## src/rtl/mips_core_pkg.sv

```systemverilog
// Shared MEM-stage types for the store write buffer: entry record, controller
// state encoding and default sizing.
package mips_core_pkg;

    localparam int WB_DEPTH      = 4;
    localparam int WB_ADDR_WIDTH = 26;
    localparam int WB_DATA_WIDTH = 32;
    localparam int WB_ID_WIDTH   = 20;

    typedef enum logic [1:0] {
        IDLE  = 2'd0,
        DRAIN = 2'd1,
        FLUSH = 2'd2
    } wb_state_t;

    // Field widths match the core's address/data/id widths.
    typedef struct packed {
        logic [WB_ADDR_WIDTH-1:0] addr;
        logic [WB_DATA_WIDTH-1:0] data;
        logic [WB_ID_WIDTH-1:0]   id;
        logic                     valid;
    } wb_entry_t;

endpackage

```

## src/rtl/write_buffer_fifo.sv

```systemverilog
// Write-buffer storage: circular FIFO of store entries with occupancy count
// and a youngest-first address match used for load forwarding.
module write_buffer_fifo
    import mips_core_pkg::*;
#(
    parameter int DEPTH      = WB_DEPTH,
    parameter int ADDR_WIDTH = WB_ADDR_WIDTH,
    parameter int DATA_WIDTH = WB_DATA_WIDTH,
    parameter int ID_WIDTH   = WB_ID_WIDTH
) (
    input  logic                         clk,
    input  logic                         rst_n,
    input  logic                         push_i,
    input  logic [ADDR_WIDTH-1:0]        push_addr_i,
    input  logic [DATA_WIDTH-1:0]        push_data_i,
    input  logic [ID_WIDTH-1:0]          push_id_i,
    input  logic                         pop_i,
    input  logic [ADDR_WIDTH-1:0]        lookup_addr_i,
    output logic [ADDR_WIDTH-1:0]        head_addr_o,
    output logic [DATA_WIDTH-1:0]        head_data_o,
    output logic [ID_WIDTH-1:0]          head_id_o,
    output logic                         hit_o,
    output logic [DATA_WIDTH-1:0]        hit_data_o,
    output logic [ID_WIDTH-1:0]          hit_id_o,
    output logic [$clog2(DEPTH+1)-1:0]   count_o
);

    localparam int PW = $clog2(DEPTH);
    localparam int CW = $clog2(DEPTH + 1);

    wb_entry_t        entries_q [DEPTH];
    logic [PW-1:0]    head_q, head_d;
    logic [PW-1:0]    tail_q, tail_d;
    logic [CW-1:0]    count_q, count_d;
    logic [DEPTH-1:0] match;
    logic [PW-1:0]    hit_idx;
    logic [PW-1:0]    scan_idx;

    assign head_d = pop_i  ? head_q + PW'(1) : head_q;
    assign tail_d = push_i ? tail_q + PW'(1) : tail_q;

    always_comb begin
        count_d = count_q;
        case ({push_i, pop_i})
            2'b10:   count_d = count_q + CW'(1);
            2'b01:   count_d = count_q - CW'(1);
            default: count_d = count_q;
        endcase
    end

    always_ff @(posedge clk or negedge rst_n) begin
        if (!rst_n) begin
            head_q  <= '0;
            tail_q  <= '0;
            count_q <= '0;
        end else begin
            head_q  <= head_d;
            tail_q  <= tail_d;
            count_q <= count_d;
        end
    end

    // The controller never pushes into a full buffer, so head and tail never
    // collide on a simultaneous push and pop.
    always_ff @(posedge clk or negedge rst_n) begin
        if (!rst_n) begin
            for (int i = 0; i < DEPTH; i++) begin
                entries_q[i] <= '0;
            end
        end else begin
            if (pop_i) begin
                entries_q[head_q].valid <= 1'b0;
            end
            if (push_i) begin
                entries_q[tail_q] <= '{addr: push_addr_i, data: push_data_i,
                                       id: push_id_i, valid: 1'b1};
            end
        end
    end

    for (genvar gi = 0; gi < DEPTH; gi++) begin : g_match
        assign match[gi] = entries_q[gi].valid && (entries_q[gi].addr == lookup_addr_i);
    end

    // Walk from oldest (head) to youngest; a later match overrides an earlier one.
    always_comb begin
        hit_o    = 1'b0;
        hit_idx  = head_q;
        scan_idx = '0;
        for (int k = 0; k < DEPTH; k++) begin
            scan_idx = head_q + PW'(k);
            if (match[scan_idx]) begin
                hit_o   = 1'b1;
                hit_idx = scan_idx;
            end
        end
    end

    assign hit_data_o  = entries_q[hit_idx].data;
    assign hit_id_o    = entries_q[hit_idx].id;
    assign head_addr_o = entries_q[head_q].addr;
    assign head_data_o = entries_q[head_q].data;
    assign head_id_o   = entries_q[head_q].id;
    assign count_o     = count_q;

endmodule

```

## src/rtl/write_buffer_ctl.sv

```systemverilog
// MEM-stage store write-buffer controller: drain FSM, load/drain arbitration
// and forwarding. Define MIPS_WB_FORWARD_EN to forward hits instead of stalling.
module write_buffer_ctl
    import mips_core_pkg::*;
#(
    parameter int DEPTH      = WB_DEPTH,
    parameter int ADDR_WIDTH = WB_ADDR_WIDTH,
    parameter int DATA_WIDTH = WB_DATA_WIDTH,
    parameter int ID_WIDTH   = WB_ID_WIDTH
) (
    input  logic                         clk,
    input  logic                         rst_n,
    input  logic                         req_valid,
    input  logic                         req_is_store,
    input  logic [ADDR_WIDTH-1:0]        req_addr,
    input  logic [DATA_WIDTH-1:0]        req_data,
    input  logic [ID_WIDTH-1:0]          req_id,
    output logic                         req_ready,
    input  logic                         drain_all,
    output logic                         dc_wr_valid,
    output logic [ADDR_WIDTH-1:0]        dc_wr_addr,
    output logic [DATA_WIDTH-1:0]        dc_wr_data,
    output logic [ID_WIDTH-1:0]          dc_wr_id,
    input  logic                         dc_wr_ready,
    output logic                         take_write_buffer,
    output logic [DATA_WIDTH-1:0]        fwd_data,
    output logic [ID_WIDTH-1:0]          fwd_id,
    output logic                         load_block,
    output logic                         empty,
    output logic [$clog2(DEPTH+1)-1:0]   count
);

    localparam int              CW         = $clog2(DEPTH + 1);
    localparam logic [CW-1:0]   FULL_COUNT = CW'(DEPTH);

    wb_state_t              state_q, state_d;
    logic                   load_req, store_ok, push, pop;
    logic                   count_nz, full, load_hit, drain_on_hit;
    logic                   fifo_hit;
    logic [CW-1:0]          occupancy;
    logic [ADDR_WIDTH-1:0]  head_addr;
    logic [DATA_WIDTH-1:0]  head_data, hit_data;
    logic [ID_WIDTH-1:0]    head_id, hit_id;

    write_buffer_fifo #(
        .DEPTH      (DEPTH),
        .ADDR_WIDTH (ADDR_WIDTH),
        .DATA_WIDTH (DATA_WIDTH),
        .ID_WIDTH   (ID_WIDTH)
    ) u_fifo (
        .clk           (clk),
        .rst_n         (rst_n),
        .push_i        (push),
        .push_addr_i   (req_addr),
        .push_data_i   (req_data),
        .push_id_i     (req_id),
        .pop_i         (pop),
        .lookup_addr_i (req_addr),
        .head_addr_o   (head_addr),
        .head_data_o   (head_data),
        .head_id_o     (head_id),
        .hit_o         (fifo_hit),
        .hit_data_o    (hit_data),
        .hit_id_o      (hit_id),
        .count_o       (occupancy)
    );

    assign load_req = req_valid & ~req_is_store;
    assign count_nz = (occupancy != '0);
    assign full     = (occupancy == FULL_COUNT);
    assign store_ok = (occupancy < FULL_COUNT) & (state_q != FLUSH);
    assign push     = req_valid & req_is_store & store_ok;
    assign load_hit = load_req & fifo_hit;

    // Loads never wait on buffer space, so ready is only withheld from stores.
    assign req_ready = load_req | store_ok;

    assign dc_wr_valid = (state_q == DRAIN) | ((state_q == FLUSH) & count_nz);
    assign pop         = dc_wr_valid & dc_wr_ready;
    assign dc_wr_addr  = dc_wr_valid ? head_addr : '0;
    assign dc_wr_data  = dc_wr_valid ? head_data : '0;
    assign dc_wr_id    = dc_wr_valid ? head_id   : '0;

`ifdef MIPS_WB_FORWARD_EN
    assign take_write_buffer = load_hit;
    assign fwd_data          = load_hit ? hit_data : '0;
    assign fwd_id            = load_hit ? hit_id   : '0;
    assign load_block        = 1'b0;
    assign drain_on_hit      = 1'b0;
`else
    // Without forwarding a hitting load stalls and forces the buffer to drain.
    logic unused_fwd;
    assign unused_fwd        = ^{hit_data, hit_id};
    assign take_write_buffer = 1'b0;
    assign fwd_data          = '0;
    assign fwd_id            = '0;
    assign load_block        = load_hit;
    assign drain_on_hit      = load_hit;
`endif

    always_ff @(posedge clk or negedge rst_n) begin
        if (!rst_n) begin
            state_q <= IDLE;
        end else begin
            state_q <= state_d;
        end
    end

    always_comb begin
        state_d = state_q;
        case (state_q)
            IDLE: begin
                if (drain_all) begin
                    state_d = FLUSH;
                end else if (count_nz && (!load_req || full || drain_on_hit)) begin
                    state_d = DRAIN;
                end
            end
            DRAIN: begin
                if (drain_all) begin
                    state_d = FLUSH;
                end else if (pop) begin
                    state_d = IDLE;
                end
            end
            FLUSH: begin
                if (!count_nz || (pop && occupancy == CW'(1))) begin
                    state_d = IDLE;
                end
            end
            default: state_d = IDLE;
        endcase
    end

    assign empty = ~count_nz & (state_q == IDLE);
    assign count = occupancy;

endmodule
```

## config.mk

```make
export PLATFORM = sky130hd
export DESIGN_NAME = write_buffer_ctl
export DESIGN_NICKNAME = d
export VERILOG_FILES = /design/src/rtl/mips_core_pkg.sv /design/src/rtl/write_buffer_fifo.sv /design/src/rtl/write_buffer_ctl.sv
export SDC_FILE = /design/constraint.sdc
export NUM_CORES = 1
export LEC_CHECK = 0
export ABC_AREA = 1
export ABC_CLOCK_PERIOD_IN_PS = 1950
export CAP_MARGIN = 20
export CORE_ASPECT_RATIO = 1.25
export CORE_MARGIN = 2
export CORE_UTILIZATION = 48
export DETAILED_ROUTE_END_ITERATION = 8
export PLACE_DENSITY = 0.79
export REMOVE_ABC_BUFFERS = 1
export SLEW_MARGIN = 40
export SYNTH_ARGS = -nofsm -noshare
export SYNTH_HDL_FRONTEND = slang
export SYNTH_SLANG_ARGS = --single-unit
export TNS_END_PERCENT = 30
```

## constraint.sdc

```tcl
create_clock -name clk -period 1.95 [get_ports clk]
set_input_delay 0.195 -clock clk [delete_from_list [all_inputs] [get_ports clk]]
set_output_delay 0.195 -clock clk [all_outputs]
set_load 0.01 [all_outputs]
```

==> flow_summary.json, run 1 <==
{
  "status": "finished with violations",
  "violations": "setup timing",
  "met1_usage": 0.3630,
  "syn_avg_cell_area_um2": 7.452,
  "ys_seq_area_frac": 0.4844,
  "vdd_drop_max_v": 0.001099,
  "overflow": 0,
  "rows": 76,
  "path_delay_family": "buffers and inverters",
  "whs_ps": 190.5,
  "synth_cell_types": 28,
  "final_common_cell": "nand2_1",
  "grt_usage": 0.2817,
  "core_area_mm2": 0.03452,
  "synth_top_family_by_area": "simple AND/OR/NAND/NOR gates",
  "ys_ff_latch": 325,
  "met3_usage": 0.04041,
  "crit_path_cell_trace": "inv_2 > ha_4 > inv_4 > nor2_4 > nor2_4 > nor2_4 > inv_8 > buf_12 > clkbuf_16 > nand2_2 > inv_2 > buf_2",
  "synth_xor_area_frac": 0.01565,
  "initial_core_util": 0.4864,
  "ioPinCount": 222,
  "synth-compound-area-share": 0.1824,
  "post-route-min-period_ps": 2353,
  "wl_um": 53210,
  "leakagePower_nw": 11.76,
  "port_buffers": 168,
  "fp.dieH_um": 213.1,
  "drt-pass1-iter-count": 6,
  "hold_class": "input pin to async pin",
  "routedWlPerCell_um": 17.33,
  "r2r.worst_path.cells": 8,
  "grt_pass1_wl_um": 80960,
  "antenna_found_initial": 0,
  "cts_tree": "done",
  "fmax_ghz": 0.4249,
  "placedCellCount": 2963,
  "clk_latency_ps": 540,
  "cap_violations": 0,
  "max_stage_delay_ps": 390,
  "clkSinkCount": 325,
  "crit_path_start_kind": "flop",
  "root_buffer": "clkbuf_16",
  "vias_per_cell": 5.326,
  "drt_iter0_drc": 1805,
  "total_power_w": 0.04079,
  "synthAdderAreaFrac": 0.009688,
  "maxSlewHeadroom": 0.6354,
  "rsz0062_at_grt": "true",
  "final_net_count": 2671,
  "drc_errors": 0,
  "dpl.hpwl_um": 32410,
  "cts_buffer_depth": 3,
  "required_ps": 1750,
  "die_x_um": 171.3,
  "numCtsBuffers": 35,
  "slew_violations": 0,
  "powerDensity_mw_per_mm2": 1819,
  "finalCritPeriodShare": 1.207,
  "cp_common_cell": "nor2_4",
  "fp.dieArea_mm2": 0.03650,
  "final_cell_mix": "584 x nand2_1, 460 x o21ai_0, 323 x dfrtp_1",
  "fin_ws_ps": -403.4,
  "worstMarginPinSlew_ps": 541.2,
  "r2r_slack_ps": -50,
  "finalClockSkew_ps": 25.49,
  "synthSimpleGateAreaFrac": 0.1944,
  "yosys_warnings": 0,
  "place_congestion": 0.9688,
  "fillCellCount": 2810,
  "dr_total_vias": 16350,
  "drive_gt1_frac": 0.2122,
  "crit_arrival_ps": 2160,
  "setup_viol": 83,
  "r2r_start": "u_fifo.count_o[2]",
  "path_class": "flop to output port",
  "busiest_layer": "met2",
  "finalHoldViolations": 0,
  "grt_max_degree": 91,
  "clkTransAtPathRegs_ps": 60,
  "cpMaxStageDelayCell": "dfrtp_1",
  "syn_area_mm2": 0.01679,
  "cp-end-kind": "output port",
  "cts_htree_levels": 2,
  "synth_mux_area_frac": 0,
  "r2r_end": "u_fifo.entries_q[24]",
  "grt_pass1_vias": 15560,
  "path_buf_inv": 7,
  "setup-tns-final_ps": -28100,
  "met2_usage": 0.4623,
  "instances_no_fill": 3070,
  "drtAntennaViolNets": 0,
  "area_growth_pct": 33.54,
  "syn_inst": 2253,
  "critPathMaxFanout": 7
}
## cell families (layout without fill, tap and decap cells)
group	count (synthesis)	count (layout)
other	1	54
AO/OA/AOI/OAI	598	598
XOR/XNOR	30	30
adder cells (fa/ha/maj)	13	13
buffers and inverters	431	727
AND/OR/NAND/NOR	855	855
flip-flops	325	325
## per-stage QoR
step | worst slack, ps | utilization | instance area, um^2
detailed placement | -523.0 | 0.5848 | 20190
global placement | -568.7 | 0.5848 | 20190
global route | -479.1 | 0.6495 | 22420
floorplan | -3924 | - | 16010
finish | -403.4 | 0.6496 | 22420
CTS | -446.9 | 0.6252 | 21580
## cell usage after synthesis (all sizes together)
master	n	area share
o22ai	52	0.019
conb	1	0.00022
xor2	8	0.0042
nor2	185	0.042
nand2	655	0.15
inv	246	0.055
a21oi	45	0.013
nand4	5	0.0022
ha	13	0.0097
dfrtp	325	0.48
a21boi	2	0.00089
xnor2	22	0.011
or2	1	0.00037
nand3	7	0.0024
clkbuf	84	0.019
o21ai	499	0.15
buf	101	0.039
nor3	2	0.00060
## report_power, final
group	switching [W]	internal [W]
combinational	0.0120	0.00982
clock	0.00276	0.00404
sequential	0.00215	0.00998
## area by class of cell
type	count	area, um^2	share of cell area
Timing Repair inverter	1	8.758	0.0003906
Clock buffer	54	1027	0.04581
Clock inverter	10	136.4	0.006083
Multi-Input combinational cell	1549	7480	0.3336
Antenna cell	1	2.502	0.0001116
Timing Repair Buffer	416	4090	0.1824
Inverter	246	953.4	0.04252
Tap cell	468	585.6	0.02612
Sequential cell	325	8138	0.3629
## repair_timing
item,4_1_cts,5_1_grt
pin swaps,6,54
gates cloned,9,8
hold buffers,1,0
buffers inserted,11,15
hold endpoints to repair,76,0
gates resized for setup,415,195
endpoints found under the setup margin,86,262
## layer usage
layer | routed length [um] | part of all wire
met5 | 0 | 0
met1 | 21020 | 0.40
met2 | 25710 | 0.48
met3 | 4042 | 0.076
met4 | 2429 | 0.046
## state kept, by name (all words and copies together) (netlist names)
name,count
u_fifo.head_q,2
u_fifo.tail_q,2
u_fifo.entries_q,316
state_q,2
u_fifo.count_o,3
## how the worst max path moves through the flow
stage	slack, ps	startpoint	cells after the start	endpoint
after floorplan	-3920	u_fifo.head_q[0]	6	dc_wr_addr[10]
after global placement	-570	req_addr[0]	11	load_block
after detailed placement	-520	req_addr[0]	11	load_block
after CTS	-450	u_fifo.count_o[1]	12	dc_wr_addr[6]
after global routing	-480	u_fifo.count_o[0]	12	dc_wr_data[10]
final	-400	u_fifo.count_o[0]	12	dc_wr_id[5]
Note: power is estimated with default switching activity, not from simulation.
==> run 2: changes to the inputs <==
- SETUP_SLACK_MARGIN: unset -> 0.1
- SKIP_LAST_GASP: unset -> 1
==> run 2 against run 1 <==
  * The flow still finishes with violations (setup timing)
  * Combinational power hardly changed
  * Critical path depth stayed put
  * Largest cell class unchanged
  * Clock-buffer cell count stayed put
  * Wire length grew 1.8%
  * Power up 0.59%
  * Design area rose by 0.56%
  * Fmax is 0.36% lower
  * Worst setup slack got worse by 8.5 ps
  * Clock power about the same
==> flow_summary.json, run 2 (synthesis results as in run 1) <==
{
  "status": "finished with violations",
  "violations": "setup timing",
  "wl_um": 54160,
  "grt_pass1_vias": 15560,
  "cp_common_cell": "nor2_4",
  "cp-end-kind": "output port",
  "max_stage_delay_ps": 390,
  "routedWlPerCell_um": 17.63,
  "die_x_um": 171.3,
  "crit_path_cell_trace": "inv_2 > ha_4 > inv_4 > nor2_4 > nor2_4 > nor2_4 > inv_8 > buf_12 > clkbuf_16 > nand2_2 > inv_2 > buf_2",
  "crit_arrival_ps": 2170,
  "drt_iter0_drc": 2057,
  "fmax_ghz": 0.4234,
  "pre_cts_ws_ps": -523.0,
  "cts_htree_levels": 2,
  "place_congestion": 0.9688,
  "slew_violations": 0,
  "final_common_cell": "nand2_1",
  "grt_pass1_wl_um": 80950,
  "initial_core_util": 0.4864,
  "clkSinkCount": 325,
  "fp.dieArea_mm2": 0.03650,
  "grt_max_degree": 91,
  "area_growth_pct": 34.29,
  "cap_violations": 0,
  "vias_per_cell": 5.367,
  "rows": 76,
  "final_net_count": 2673,
  "leakagePower_nw": 11.83,
  "antenna_found_initial": 1,
  "fp.dieH_um": 213.1,
  "root_buffer": "clkbuf_16",
  "cts_buffer_depth": 3,
  "ioPinCount": 222,
  "post-route-min-period_ps": 2362,
  "cts_tree": "done",
  "numCtsBuffers": 35,
  "overflow": 0,
  "path_class": "flop to output port",
  "final_util": 0.6532,
  "clk_latency_ps": 540,
  "rsz0062_at_grt": "true",
  "grt_usage": 0.2817,
  "core_area_mm2": 0.03452,
  "fillCellCount": 2804,
  "dr_total_vias": 16490,
  "final_cell_mix": "594 x nand2_1, 462 x o21ai_0, 323 x dfrtp_1",
  "crit_path_start_kind": "flop",
  "setup_viol": 81,
  "finalClockSkew_ps": 22.16,
  "required_ps": 1750,
  "drt-pass1-iter-count": 5,
  "vdd_drop_max_v": 0.001115,
  "fin_ws_ps": -411.9,
  "worstMarginPinSlew_ps": 553.9,
  "port_buffers": 168,
  "drive_gt1_frac": 0.2071,
  "powerDensity_mw_per_mm2": 1820,
  "maxSlewHeadroom": 0.6268,
  "finalCritPeriodShare": 1.211,
  "clkTransAtPathRegs_ps": 60,
  "cpMaxStageDelayCell": "dfrtp_1",
  "critPathMaxFanout": 7,
  "dpl.hpwl_um": 32410,
  "drtAntennaViolNets": 0,
  "top_register": "u_fifo.entries_q",
  "hold_class": "input pin to async pin",
  "largest_reg_flops": 316,
  "drc_errors": 0,
  "finalHoldViolations": 0
}
run 2: stage by stage:
stage               TNS (ps)  total power (W)  instances  instance area (um^2)  hold slack, ps
floorplan            -421510          0.02064       2120                 16010          -100.6
global placement      -14350          0.02887       2963                 20190           166.6
detailed placement    -23980          0.02953       2963                 20190           169.5
CTS                   -37400          0.03826       3048                 21760           211.3
global route          -34350          0.04368       3072                 22550           244.4
finish                -28030          0.04103       3072                 22550           206.1
run 2: where the power goes:
part	internal [W]	leakage [nW]	total (W)	switching, W
registers	0.00998	4.11	0.0121	0.00215
logic	0.00992	7.15	0.0221	0.0121
clock network	0.00405	0.573	0.00683	0.00279
total	0.0239	11.8	0.0410	0.0171
run 2: path summary, 6_finish.rpt:
check	startpoint	to	slack [ps]	cells after the start
worst min register to register	u_fifo.entries_q[101]	u_fifo.entries_q[101]	480	2
worst max-delay path	u_fifo.count_o[0]	dc_wr_id[5]	-410	12
worst min-delay path	rst_n	u_fifo.entries_q[295]	210	2
max in group asynchronous	rst_n	u_fifo.entries_q[47]	840	3
worst max register to register	u_fifo.count_o[0]	u_fifo.count_o[2]	-110	15
min in group clk	req_data[25]	u_fifo.entries_q[283]	280	3
run 2: cell type report:
type	instances	area, um^2	share of cell area
Antenna cell	1	2.502	0.0001110
Clock buffer	54	1027	0.04556
Clock inverter	10	136.4	0.006049
Inverter	246	958.4	0.04251
Multi-Input combinational cell	1549	7472	0.3314
Sequential cell	325	8138	0.3609
Tap cell	468	585.6	0.02597
Timing Repair Buffer	418	4218	0.1871
Timing Repair inverter	1	8.758	0.0003885
run 2: metal layers:
metal  routed length [um]  GRT usage
met1                21460     0.3625
met2                26010     0.4629
met3                 4254    0.04171
met4                 2426     0.1441
met5                    0          0
run 2: repair_timing:
item,CTS,global route
setup endpoints to repair,98,398
pin swaps,4,53
gates cloned,9,11
hold buffers,1,0
endpoints found under the hold margin,76,0
resized for setup,341,253
buffers inserted,11,14
run 2: critical path: cells and delay by family (launching register included):
| family | cells | cell delay [ps] |
|---|---|---|
| buffers and inverters | 7 | 700 |
| and+or+nand+nor | 4 | 410 |
| DFF | 1 | 390 |
| adders and majority gates | 1 | 150 |
==> run 3: changes to the inputs <==
- CORE_MARGIN: 2 -> unset
==> run 3 against run 2 <==
  * The run still ends with setup timing left
  * Power decreased by 3.9%
  * Via count decreased by 0.98%
  * Clock skew decreased by 15 ps
  * Wire length decreased by 3.1%
  * Largest power group unchanged
==> flow_summary.json, run 3 (synthesis results as in run 1) <==
{
  "status": "finished with violations",
  "violations": "setup timing",
  "cts_buffer_depth": 3,
  "cp-end-kind": "output port",
  "grt_max_degree": 101,
  "cts_tree": "done",
  "wl_um": 52490,
  "fin_ws_ps": -555.7,
  "clk_latency_ps": 530,
  "dr_total_vias": 16320,
  "grt_usage": 0.2920,
  "setup-tns-final_ps": -35260,
  "maxSlewHeadroom": 0.6614,
  "cap_violations": 0,
  "drive_gt1_frac": 0.1850,
  "switching_share": 0.4144,
  "hold_class": "input pin to async pin",
  "vias_per_cell": 5.338,
  "drc_errors": 0,
  "finalClockSkew_ps": 7.461,
  "root_buffer": "clkbuf_16",
  "area_growth_pct": 31.52,
  "drt_iter0_drc": 1721,
  "clkSinkCount": 325,
  "die_x_um": 169.3,
  "seq_power_share": 0.309,
  "initial_core_util": 0.4878,
  "rsz0062_at_grt": "true",
  "slew_violations": 0,
  "drtAntennaViolNets": 0,
  "setup_viol": 82,
  "post-route-min-period_ps": 2506,
  "finalCritPeriodShare": 1.285,
  "path_class": "flop to output port",
  "internal_power_w": 0.02309,
  "final_cell_mix": "605 x nand2_1, 475 x o21ai_0, 322 x dfrtp_1",
  "top_register": "u_fifo.entries_q",
  "cts_htree_levels": 2,
  "required_ps": 1750,
  "switching_power_w": 0.01634,
  "fp.dieH_um": 211.1,
  "routedWlPerCell_um": 17.16,
  "final_net_count": 2661,
  "largest_reg_flops": 316,
  "grt_pass1_wl_um": 81910,
  "fp.dieArea_mm2": 0.03574,
  "placedCellCount": 2967,
  "crit_arrival_ps": 2310,
  "antenna_found_initial": 1,
  "port_buffers": 168,
  "final_common_cell": "nand2_1",
  "clkTransAtPathRegs_ps": 60,
  "comb_power_share": 0.522,
  "rows": 76,
  "drt-pass1-iter-count": 6,
  "core_area_mm2": 0.03442,
  "worstMarginPinSlew_ps": 507.8,
  "instances_no_fill": 3058,
  "total_power_w": 0.03943,
  "critPathMaxFanout": 12,
  "finalHoldViolations": 0,
  "leakagePower_nw": 11.61,
  "pre_cts_ws_ps": -687.2,
  "r2r_slack_ps": 0,
  "fmax_ghz": 0.3991,
  "ioPinCount": 222,
  "crit_path_start_kind": "flop",
  "grt_pass1_vias": 15840,
  "fillCellCount": 2914,
  "powerDensity_mw_per_mm2": 1786,
  "place_congestion": 0.9855,
  "numCtsBuffers": 35,
  "dpl.hpwl_um": 33480,
  "overflow": 0,
  "clockPowerShare": 0.169,
  "vdd_drop_max_v": 0.001114
}
[run 3: cell types whose count changed in the layout (fill, tap and decap cells not counted), moves of 7 or more]
cell / previous run / this run
buf_6: 55 / 31
inv_1: 190 / 213
inv_2: 49 / 29
nand2_4: 46 / 30
o21ai_0: 462 / 475
nand2_1: 594 / 605
o21ai_1: 34 / 24
buf_2: 18 / 26
clkdlybuf4s15_2: 0 / 8
clkbuf_1: 11 / 4
nor2_1: 167 / 174
nor2_2: 14 / 7
[run 3: power by group through the flow]
stage | Clock, W | Combinational, W | Sequential, W
after global placement | 0 | 0.0172 | 0.0119
final | 0.00666 | 0.0206 | 0.0122
after floorplan | 0 | 0.00871 | 0.0119
after global routing | 0.00702 | 0.0226 | 0.0125
after detailed placement | 0 | 0.0176 | 0.0121
after CTS | 0.00676 | 0.0190 | 0.0120
[run 3: metrics by stage]
stage	utilization	hold slack (ps)	instance area [um^2]
after floorplan	-	-100.6	16010
after global placement	0.5892	155.5	20280
after detailed placement	0.5892	158.6	20280
after CTS	0.6312	199.7	21730
after global routing	0.6415	232.9	22080
final	0.6415	204.9	22080
[run 3: final timing paths]
check / endpoint / cells after the start / from
min in group clk: u_fifo.entries_q[36] / 3 / req_data[15]
max in group asynchronous: u_fifo.entries_q[38] / 4 / rst_n
worst min-delay path: u_fifo.entries_q[295] / 2 / rst_n
worst max register to register: u_fifo.count_o[2] / 13 / u_fifo.count_o[1]
worst min register to register: u_fifo.entries_q[121] / 2 / u_fifo.entries_q[121]
worst max-delay path: dc_wr_addr[8] / 7 / u_fifo.head_q[0]
[run 3: repair_timing]
action	CTS	global route
hold buffers	1	0
endpoints found under the setup margin	86	267
cloned	9	3
endpoints found under the hold margin	54	0
resized for setup	275	189
setup buffers	8	8
pin swaps	4	20
[run 3: area by class of cell]
class / instances / area (um^2) / share of cell area
clock inverter: 13 / 117.6 / 0.005326
clock buffer: 49 / 1040 / 0.04709
tap: 468 / 585.6 / 0.02652
sequential: 325 / 8139 / 0.3686
timing repair buffer: 407 / 3983 / 0.1804
multi-input combinational: 1549 / 7276 / 0.3295
inverter: 246 / 938.4 / 0.04250
antenna: 1 / 2.502 / 0.0001133
[run 3: layer usage]
metal	wire length, um	vias up	global-route usage
li1	-	7657	-
met1	20990	7792	0.3717
met2	25850	733	0.4964
met3	3311	142	0.03223
met4	2338	0	0.1395
met5	0	-	0
[run 3: critical path, stage by stage, from the launching register on]
cell and delay, ps:
dfrtp_4 570, inv_6 180, buf_6 200, nor2_1 60
o21ai_0 370, nand2_1 120, inv_1 70, clkdlybuf4s15_2 210
